`config.mk`:
```
export PLATFORM = sky130hd
export DESIGN_NAME = pc_sequencer_flat
export DESIGN_NICKNAME = d
export VERILOG_FILES = /design/src/rtl/pc_sequencer_pkg.sv /design/src/rtl/pc_sequencer_if.sv /design/src/rtl/pc_sequencer_inc.sv /design/src/rtl/pc_sequencer.sv /design/src/flat_wrapper.sv
export SDC_FILE = /design/constraint.sdc
export NUM_CORES = 1
export LEC_CHECK = 0
export CAP_MARGIN = 20
export CORE_ASPECT_RATIO = 0.5
export CORE_MARGIN = 1
export CORE_UTILIZATION = 51
export DETAILED_ROUTE_END_ITERATION = 8
export GPL_TIMING_DRIVEN = 0
export PLACE_DENSITY = 0.87
export SYNTH_ARGS = -nofsm -noshare
export SYNTH_HDL_FRONTEND = slang
export SYNTH_HIERARCHICAL = 1
export SYNTH_SLANG_ARGS = --single-unit
```
`constraint.sdc`:
```
create_clock -name clk -period 5.45 [get_ports clk]
set_input_delay 1.09 -clock clk [delete_from_list [all_inputs] [get_ports clk]]
set_output_delay 1.09 -clock clk [all_outputs]
set_load 0.01 [all_outputs]
```
`src/rtl/pc_sequencer_pkg.sv`:
```
// Shared types for the PC sequencer: word-address width and FSM state encoding.
package pc_sequencer_pkg;

    localparam int unsigned AddrW = 32;
    localparam int unsigned WordW = 32;

    typedef logic [AddrW-1:0] addr_t;
    typedef logic [WordW-1:0] word_t;

    typedef enum logic [1:0] {
        StFetch,
        StDrain,
        StHalt
    } state_e;

endpackage

```
`src/rtl/pc_sequencer_if.sv`:
```
// Fetch, decode, redirect and halt signals between the sequencer and its environment.
interface pc_sequencer_if;
    import pc_sequencer_pkg::*;

    logic  imem_req;
    addr_t imem_addr;
    logic  imem_ack;
    word_t imem_rdata;
    logic  instr_valid;
    word_t instr;
    addr_t instr_pc;
    logic  dec_ready;
    logic  redirect_valid;
    addr_t redirect_pc;
    logic  halt;
    logic  halted;

    modport master (
        output imem_req, imem_addr, instr_valid, instr, instr_pc, halted,
        input  imem_ack, imem_rdata, dec_ready, redirect_valid, redirect_pc, halt
    );

    modport slave (
        input  imem_req, imem_addr, instr_valid, instr, instr_pc, halted,
        output imem_ack, imem_rdata, dec_ready, redirect_valid, redirect_pc, halt
    );

endinterface

```
`src/rtl/pc_sequencer_inc.sv`:
```
// Word-granular PC incrementer; wraps from all-ones to zero.
module pc_sequencer_inc
    import pc_sequencer_pkg::*;
(
    input  addr_t i_pc,
    output addr_t o_pc_next
);

    assign o_pc_next = i_pc + addr_t'(1);

endmodule

```
`src/rtl/pc_sequencer.sv`:
```
// Instruction fetch sequencer: one-deep fetch buffer, redirect with in-flight
// discard, and a sticky halt that lets any outstanding request finish first.
module pc_sequencer
    import pc_sequencer_pkg::*;
#(
    parameter addr_t RESET_PC = 32'h0000_0000
) (
    input  logic           clk,
    input  logic           rst,
    pc_sequencer_if.master bus
);

    state_e r_state, w_state_nxt, w_resume;
    addr_t  r_pc, w_pc_nxt, w_pc_inc;
    addr_t  r_tgt, w_tgt_nxt;
    addr_t  r_instr_pc, w_instr_pc_nxt;
    word_t  r_instr, w_instr_nxt;
    logic   r_valid, w_valid_nxt;
    logic   r_discard, w_discard_nxt;
    logic   r_halt_pend, w_halt_pend_nxt;

    pc_sequencer_inc u_inc (
        .i_pc      (r_pc),
        .o_pc_next (w_pc_inc)
    );

    always_comb begin
        w_state_nxt     = r_state;
        w_pc_nxt        = r_pc;
        w_tgt_nxt       = r_tgt;
        w_instr_nxt     = r_instr;
        w_instr_pc_nxt  = r_instr_pc;
        w_valid_nxt     = r_valid;
        w_discard_nxt   = r_discard;
        w_halt_pend_nxt = r_halt_pend | bus.halt;
        // Every path that would re-enter FETCH lands in HALT once halt is pending.
        w_resume        = w_halt_pend_nxt ? StHalt : StFetch;

        unique case (r_state)
            StFetch: begin
                if (bus.imem_ack) begin
                    if (bus.redirect_valid) begin
                        w_pc_nxt      = bus.redirect_pc;
                        w_discard_nxt = 1'b0;
                        w_state_nxt   = w_resume;
                    end else if (r_discard) begin
                        w_pc_nxt      = r_tgt;
                        w_discard_nxt = 1'b0;
                        w_state_nxt   = w_resume;
                    end else begin
                        w_instr_nxt    = bus.imem_rdata;
                        w_instr_pc_nxt = r_pc;
                        w_valid_nxt    = 1'b1;
                        w_pc_nxt       = w_pc_inc;
                        w_state_nxt    = StDrain;
                    end
                end else if (bus.redirect_valid) begin
                    // Address must stay stable until ack; park the target instead.
                    w_discard_nxt = 1'b1;
                    w_tgt_nxt     = bus.redirect_pc;
                end
            end
            StDrain: begin
                if (bus.redirect_valid) begin
                    w_pc_nxt    = bus.redirect_pc;
                    w_valid_nxt = 1'b0;
                    w_state_nxt = w_resume;
                end else if (bus.dec_ready) begin
                    w_valid_nxt = 1'b0;
                    w_state_nxt = w_resume;
                end
            end
            StHalt: begin
                if (r_valid && bus.dec_ready) begin
                    w_valid_nxt = 1'b0;
                end
            end
            default: w_state_nxt = StFetch;
        endcase
    end

    always_ff @(posedge clk) begin
        if (rst) begin
            r_state     <= StFetch;
            r_pc        <= RESET_PC;
            r_tgt       <= '0;
            r_instr     <= '0;
            r_instr_pc  <= '0;
            r_valid     <= 1'b0;
            r_discard   <= 1'b0;
            r_halt_pend <= 1'b0;
        end else begin
            r_state     <= w_state_nxt;
            r_pc        <= w_pc_nxt;
            r_tgt       <= w_tgt_nxt;
            r_instr     <= w_instr_nxt;
            r_instr_pc  <= w_instr_pc_nxt;
            r_valid     <= w_valid_nxt;
            r_discard   <= w_discard_nxt;
            r_halt_pend <= w_halt_pend_nxt;
        end
    end

    assign bus.imem_req    = (r_state == StFetch);
    assign bus.imem_addr   = r_pc;
    assign bus.instr_valid = r_valid;
    assign bus.instr       = r_instr;
    assign bus.instr_pc    = r_instr_pc;
    assign bus.halted      = (r_state == StHalt);

endmodule

```
`src/flat_wrapper.sv`:
```
// flat-port wrapper written by rule: the top's interface ports become plain ports
module pc_sequencer_flat import pc_sequencer_pkg::*;
#(
    parameter addr_t RESET_PC = 32'h0000_0000
)
  (clk, rst, bus_imem_req, bus_imem_addr, bus_instr_valid, bus_instr, bus_instr_pc, bus_halted, bus_imem_ack, bus_imem_rdata, bus_dec_ready, bus_redirect_valid, bus_redirect_pc, bus_halt);
  pc_sequencer_if bus_i ();
  input  logic clk;
  input  logic rst;
  output wire logic [$bits(bus_i.imem_req)-1:0] bus_imem_req;
  output wire logic [$bits(bus_i.imem_addr)-1:0] bus_imem_addr;
  output wire logic [$bits(bus_i.instr_valid)-1:0] bus_instr_valid;
  output wire logic [$bits(bus_i.instr)-1:0] bus_instr;
  output wire logic [$bits(bus_i.instr_pc)-1:0] bus_instr_pc;
  output wire logic [$bits(bus_i.halted)-1:0] bus_halted;
  input wire logic [$bits(bus_i.imem_ack)-1:0] bus_imem_ack;
  input wire logic [$bits(bus_i.imem_rdata)-1:0] bus_imem_rdata;
  input wire logic [$bits(bus_i.dec_ready)-1:0] bus_dec_ready;
  input wire logic [$bits(bus_i.redirect_valid)-1:0] bus_redirect_valid;
  input wire logic [$bits(bus_i.redirect_pc)-1:0] bus_redirect_pc;
  input wire logic [$bits(bus_i.halt)-1:0] bus_halt;
  assign bus_imem_req = bus_i.imem_req;
  assign bus_imem_addr = bus_i.imem_addr;
  assign bus_instr_valid = bus_i.instr_valid;
  assign bus_instr = bus_i.instr;
  assign bus_instr_pc = bus_i.instr_pc;
  assign bus_halted = bus_i.halted;
  assign bus_i.imem_ack = bus_imem_ack;
  assign bus_i.imem_rdata = bus_imem_rdata;
  assign bus_i.dec_ready = bus_dec_ready;
  assign bus_i.redirect_valid = bus_redirect_valid;
  assign bus_i.redirect_pc = bus_redirect_pc;
  assign bus_i.halt = bus_halt;
  pc_sequencer #(.RESET_PC(RESET_PC)) u_core (.clk(clk), .rst(rst), .bus(bus_i));
endmodule
```
==> results of run 1 <==
==> worst reg2reg max path, delay by kind of cell (launching register included) <==
family	cells	cell delay [ns]
mux	1	0.10
xor+xnor	1	0.22
compound gates	2	0.28
fa+ha+maj	1	0.30
flops	1	0.51
simple gates	4	1.05
==> registers in the layout (all words and copies together) (netlist names) <==
| register | count |
|---|---|
| u_core/r_halt_pend | 1 |
| u_core/bus.instr_pc | 32 |
| u_core/r_state | 2 |
| u_core/bus.imem_addr | 32 |
| u_core/r_tgt | 32 |
| u_core/r_discard | 1 |
| u_core/bus.instr_valid | 1 |
| u_core/bus.instr | 32 |
==> cells in the mapped netlist (2+ instances only) <==
library cell,instances,area (um^2)
o2bb2ai_1,32,280
dfxtp_1,133,2660
buf_2,19,95.1
a21oi_1,99,495
ha_1,5,62.6
xnor2_1,11,96.3
nor4_2,4,50.1
and4_1,5,43.8
mux2i_1,33,330
nand2_1,235,882
nor2_1,12,45.0
nor3_1,5,25.0
nor3b_1,2,15.0
o21a_1,2,15.0
inv_1,6,22.5
xor2_1,19,166
a211oi_1,2,15.0
o21ai_0,32,160
nand3_1,12,60.1
and3_1,6,37.5
clkbuf_1,30,113
buf_6,3,33.8
nand3_4,2,35.0
nor2b_1,2,12.5
nand4_1,4,25.0
nor4_1,6,37.5
==> final cells by class <==
class / count / area (um^2) / area share [%]
Clock buffer: 20 / 447 / 5.34
Sequential cell: 133 / 2660 / 31.8
Tap cell: 145 / 181 / 2.17
Multi-Input combinational cell: 538 / 2950 / 35.2
Timing Repair Buffer: 167 / 1670 / 20.0
Buffer: 54 / 254 / 3.04
Clock inverter: 12 / 179 / 2.14
Inverter: 6 / 22.5 / 0.269
==> layout by cell type, fill, tap and decap left out, drive strengths merged, types with 3 or more instances in the layout <==
cell / Yosys / final
a21oi: 99 / 99
and3: 6 / 6
and4: 5 / 5
buf: 23 / 23
bufinv: 0 / 4
clkbuf: 31 / 51
clkdlybuf4s50: 0 / 167
clkinv: 0 / 5
clkinvlp: 0 / 3
dfxtp: 133 / 133
ha: 5 / 5
inv: 6 / 6
mux2i: 33 / 33
nand2: 236 / 236
nand3: 15 / 15
nand4: 4 / 4
nor2: 13 / 13
nor3: 5 / 5
nor4: 10 / 10
o21ai: 32 / 32
o2bb2ai: 32 / 32
xnor2: 11 / 11
xor2: 19 / 19
==> layer usage <==
| layer | global-route usage [%] | part of all wire (%) | vias up | routed length (um) |
|---|---|---|---|---|
| met3 | 8.72 | 8.8 | 47 | 1560 |
| met4 | 12.7 | 2.6 | 0 | 461 |
| met1 | 36.4 | 42 | 2815 | 7320 |
| li1 | - | - | 2853 | - |
| met2 | 48.0 | 47 | 283 | 8250 |
| met5 | 0 | 0 | - | 0 |
==> per-stage QoR <==
stage / hold slack [ns] / util, % / std cells / power, mW / cell area, um^2
finish: 0.453 / 75.3 / 1075 / 3.69 / 8370
global route: 0.469 / 75.3 / 1075 / 3.86 / 8370
CTS: 0.453 / 75.3 / 1075 / 3.68 / 8370
detailed placement: 0.446 / 69.6 / 1043 / 2.46 / 7740
global placement: 0.441 / 69.6 / 1043 / 2.43 / 7740
floorplan: 0.436 / - / 731 / 1.93 / 5890
==> where the power goes <==
part / total (mW) / switching, mW / internal, mW
clock network: 1.21 / 0.431 / 0.778
logic: 1.14 / 0.593 / 0.543
registers: 1.34 / 0.206 / 1.14
total: 3.69 / 1.23 / 2.46
==> cells by family (layout without fill, tap and decap cells) <==
group,count (synthesis),count (layout)
flops,133,133
simple gates,301,301
mux,33,33
xor+xnor,30,30
buf+inv,60,259
fa+ha+maj,5,5
compound gates,169,169
==> final timing paths <==
path                                              from                                    end  slack (ns)  cells past startpoint
setup / recovery        u_core/r_state[0]$_SDFFE_PP0P_                             bus_halted        2.76                      3
hold / removal        u_core/bus.instr[9]$_SDFFE_PP0P_       u_core/bus.instr[9]$_SDFFE_PP0P_        0.45                      2
setup reg to reg  u_core/bus.imem_addr[0]$_SDFFE_PP0P_  u_core/bus.imem_addr[26]$_SDFFE_PP0P_        2.91                      9
hold reg to reg       u_core/bus.instr[9]$_SDFFE_PP0P_       u_core/bus.instr[9]$_SDFFE_PP0P_        0.45                      2
==> results.md, run 1 <==
- Clock tree buffer depth: 2
- Final setup margin: 2.76 ns
- Layout overhead on the synthesized area: 42.1%
- GP Congestion: 0.903
- Final cycle utilization of the critical path: 49.3%
- DPL Wire Length: 12.0 mm
- Family with the most delay on the worst path: buffers and inverters
- Post-layout min period: 2.69 ns
- CP startpoint kind: register
- Root buffer cell: clkbuf_16
- Initial antenna violation count: 0
- Clock Sink Count: 133
- PwrDens: 441 nW/um^2
- Final ANT Viol Nets: 0
- Core ar.: 11,100 um^2
- First-pass GRT wire length: 27.9 mm
- Outcome: complete, no violations
- Fmax: 0.372 GHz
- Post-CTS Hold Buffers: 0
- Port bufs: 167
- Starting density of the core: 53.0%
- Leakage power: 3.01 nW
- CP Data Required Time: 4.36 ns
- Ys flop type: dfxtp_1
- XOR/XNOR Fraction of Synth Area: 4.46%
- Pre-antenna DRT Iters: 7
- Post-synthesis mux area share: 5.61%
- Yosys warnings: 6
- Grt ovf: 0
- Worst-skew pair later-pin latency: 0.42 ns
- Worst slew pin tran: 0.633 ns
- Largest net degree at the start of global routing: 17
- Flops & latches, synth: 133
- Die Wd: 154 um
- Critical Path AT: 1.60 ns
- Hold Path Class: reg -> reg
- Relative slew margins: 57.7%
- Full die area: 12,000 um^2
- Place WS: 2.54 ns
- Post-cts sizing count: 0
- CTS tree: done
- Post-Syn Instances: 731
- Final WL: 17.6 mm
- Routed via count: 5,998
- Synth unique cells: 36
- Die extent in y: 78.0 um
- Crit Path Max Fanout: 4
- CP Capture Type: output port
- TNS Setup: 0 ns
- RSZ-0062 raised after global routing: no
- CP bufs+invs: 2
- Post-CTS Setup Bufs: 0
- Worst path cell trace: inv_1 > ha_1 > clkdlybuf4s50_1
- Layout cells sized above 1: 6.88%
- Initial drt markers: 470
- Synth Area in Simple Gates: 22.2%
- Final setup fails: 0
- Syn Area/Cell: 8.05 um^2
- Post-layout nets: 992
- Vias/cell: 5.58
- Biggest cell delay along the critical path: 0.56 ns
- Asr flop ratio synth: 0%
- Global-route usage over all layers: 29.5%
- Clock skew: 0.00809 ns
- Final Hold Viols: 0
- Residual DRC count: 0
- Diode count: 0
- VDD IR-drop max: 244 uV
- Vias in the first global route: 5,694
- Syn nets: 806
- Synthesized area: 5890 um^2
- Fill cells: 786
- Synth Area in Compound Gates: 16.7%
- CP Class: reg -> out
- CP max stage cell: clkdlybuf4s50_1
- Clock slew at reported path FFs: 0.06 ns
- Htree depth: 4
- Slew Limit Fails: 0
- Adder-cell share of the synthesized area: 1.06%
- Post-synth EDFFs: 0
- TritonCTS buffer count: 17
- Sequential area share after synthesis: 45.2%
- WL per Instance: 16.4 um
- Num rows: 27
- IO Count: 169
- Maxcap violations: 0
- Largest family of logic cells by synthesized area: simple AND/OR/NAND/NOR gates
Power figures use the tool's default switching activity.
==> run 2, diff against run 1 <==
--- a/config.mk
+++ b/config.mk
@@ -8,10 +8,10 @@
 export CAP_MARGIN = 20
 export CORE_ASPECT_RATIO = 0.5
 export CORE_MARGIN = 1
-export CORE_UTILIZATION = 51
+export CORE_UTILIZATION = 43
 export DETAILED_ROUTE_END_ITERATION = 8
 export GPL_TIMING_DRIVEN = 0
-export PLACE_DENSITY = 0.87
+export PLACE_DENSITY = 0.78
 export SYNTH_ARGS = -nofsm -noshare
 export SYNTH_HDL_FRONTEND = slang
 export SYNTH_HIERARCHICAL = 1
==> constraint.sdc (replaced) <==
create_clock -name clk -period 2.35 [get_ports clk]
set_input_delay 0.47 -clock clk [delete_from_list [all_inputs] [get_ports clk]]
set_output_delay 0.47 -clock clk [all_outputs]
set_load 0.01 [all_outputs]
==> run 2 against run 1 <==
  * Flip-flop and latch count did not move
  * Count of clock-buffer cells in the layout rose by 4
  * Global-route usage fell by 4.6 points
  * Critical path depth rose by 6
  * Core utilization fell by 10 points
  * Register-to-register slack got worse by 2.8 ns
  * Sequential share of layout area fell by 0.21 points
  * First-iteration DRC count fell by 5.7%
  * Hold slack got worse by 0.0049 ns
  * Clock skew rose by 0.0052 ns
  * Combinational power rose by 130%
  * Largest cell class unchanged
  * Highest routed layer unchanged
==> results.md, run 2 (synthesis gave the netlist of run 1 again) <==
- Outcome: complete, no violations
- WL per Instance: 15.9 um
- PwrDens: 1020 nW/um^2
- Clock tree buffer depth: 2
- CP Capture Type: register
- Most frequent cells in the layout: nand2_1, clkdlybuf4s50_1, dfxtp_1
- RSZ-0062 raised after global routing: no
- Initial antenna violation count: 0
- Largest net degree at the start of global routing: 17
- Grt ovf: 0
- Hold Path Cell Cnt: 3
- Worst Setup SP: u_core/bus.imem_addr[1]$_SDFFE_PP0P_
- Final cycle utilization of the critical path: 95.1%
- Final ANT Viol Nets: 0
- Starting density of the core: 45.3%
- Leakage power: 3.01 nW
- TNS Setup: 0 ns
- Routed via count: 5,871
- Post-layout nets: 992
- GP Congestion: 0.873
- Port bufs: 167
- CP Data Required Time: 2.69 ns
- Clock slew at reported path FFs: 0.06 ns
- Slew Limit Fails: 0
- Fmax: 0.447 GHz
- First-pass GRT wire length: 27.9 mm
- Global-route usage over all layers: 24.9%
- Most common cell after layout, fill and taps aside: nand2_1
- CTS tree: done
- Core ar.: 13,000 um^2
- Final Hold Viols: 0
- Worst slew pin tran: 0.696 ns
- Final setup margin: 0.114 ns
- Pre-antenna DRT Iters: 5
- Final core area utilization: 64.9%
- Reg2reg path depth: 9
- Initial drt markers: 443
- Dpl cell area: 7770 um^2
- Hold_sp: bus_redirect_valid
- Full die area: 14,200 um^2
- VDD IR-drop max: 576 uV
- Clock Sink Count: 133
- Fin Hold WS: 0.448 ns
- TritonCTS buffer count: 17
- Placed Cells: 1,068
- IO Count: 169
- Cell area after layout: 8430 um^2
- Maxcap violations: 0
- Die Wd: 167 um
- Residual DRC count: 0
- Final WL: 17.5 mm
- Vias in the first global route: 5,485
- Place WS: 0.0125 ns
- Power, Total: 8.56 mW
- Num rows: 29
- DPL Wire Length: 12.1 mm
- Vias/cell: 5.34
- CP Class: reg -> reg
- Root buffer cell: clkbuf_16
- Final setup fails: 0
- Layout overhead on the synthesized area: 43.1%
- Reg-to-reg critical path startpoint: u_core/bus.imem_addr[1]$_SDFFE_PP0P_
- Area of the multi-input gates: 2970 um^2
- Non-Filler Instances: 1,099
- Die extent in y: 84.7 um
- Crit Path Max Fanout: 8
- Layout cells sized above 1: 7.32%
- Relative slew margins: 53.5%
- Htree depth: 4
- Fill cells: 1,109
- Clock skew: 0.0133 ns
- Reg area: 2660 um^2
- Worst-skew pair later-pin latency: 0.42 ns
- Critical Path AT: 2.58 ns
- Post-layout min period: 2.24 ns
- Hold Path Class: in -> reg
- Diode count: 0
- CP startpoint kind: register
- Post-CTS Hold Buffers: 0
-- run 2: changes by cell type in the layout (fill, tap and decap cells not counted), sizes merged --
cell / delta
clkbuf: +4
clkinv: -4
bufinv: -1
-- run 2: layout make-up --
| type | count | share of cell area (%) |
|---|---|---|
| buffer | 54 | 3.01 |
| clock buffer | 24 | 6.07 |
| clock inverter | 7 | 1.40 |
| inverter | 6 | 0.267 |
| multi-input combinational | 538 | 35.3 |
| sequential | 133 | 31.6 |
| tap | 170 | 2.52 |
| timing repair buffer | 167 | 19.8 |
-- run 2: worst paths after layout --
check,slack (ns),endpoint
worst max-delay path,0.11,u_core/bus.imem_addr[26]$_SDFFE_PP0P_
worst min-delay path,0.45,u_core/r_discard$_SDFFE_PP0P_
worst max register to register,0.11,u_core/bus.imem_addr[26]$_SDFFE_PP0P_
worst min register to register,0.45,u_core/bus.instr[18]$_SDFFE_PP0P_
-- run 2: power breakdown --
group | total [mW] | internal, mW | switching (mW) | leakage (nW)
sequential | 3.12 | 2.64 | 0.481 | 1.08
combinational | 2.62 | 1.26 | 1.36 | 1.62
clock | 2.82 | 1.83 | 0.983 | 0.301
-- run 2: timing repair --
item / in CTS / in global routing
buffers inserted: 0 / 0
hold endpoints to repair: 0 / 0
gates resized for setup: 1 / 4
setup endpoints to repair: 1 / 8
-- run 2: worst max-delay path, cell delays in order (launching register included) --
cell,delay [ns]
dfxtp_1,0.48
ha_2,0.32
and3_1,0.35
nand3_4,0.19
nor4_1,0.26
xor2_1,0.18
mux2i_1,0.08
nand2_1,0.07
o21ai_0,0.09
o2bb2ai_1,0.16
-- run 2: routing by layer --
| metal | share of wire [%] | global-route usage (%) | routed length (um) | vias to the layer above |
|---|---|---|---|---|
| li1 | - | - | - | 2852 |
| met1 | 46 | 32.3 | 8020 | 2823 |
| met2 | 46 | 40.0 | 8130 | 168 |
| met3 | 5.8 | 5.85 | 1020 | 28 |
| met4 | 1.8 | 10.1 | 319 | 0 |
| met5 | 0 | 0 | 0 | - |
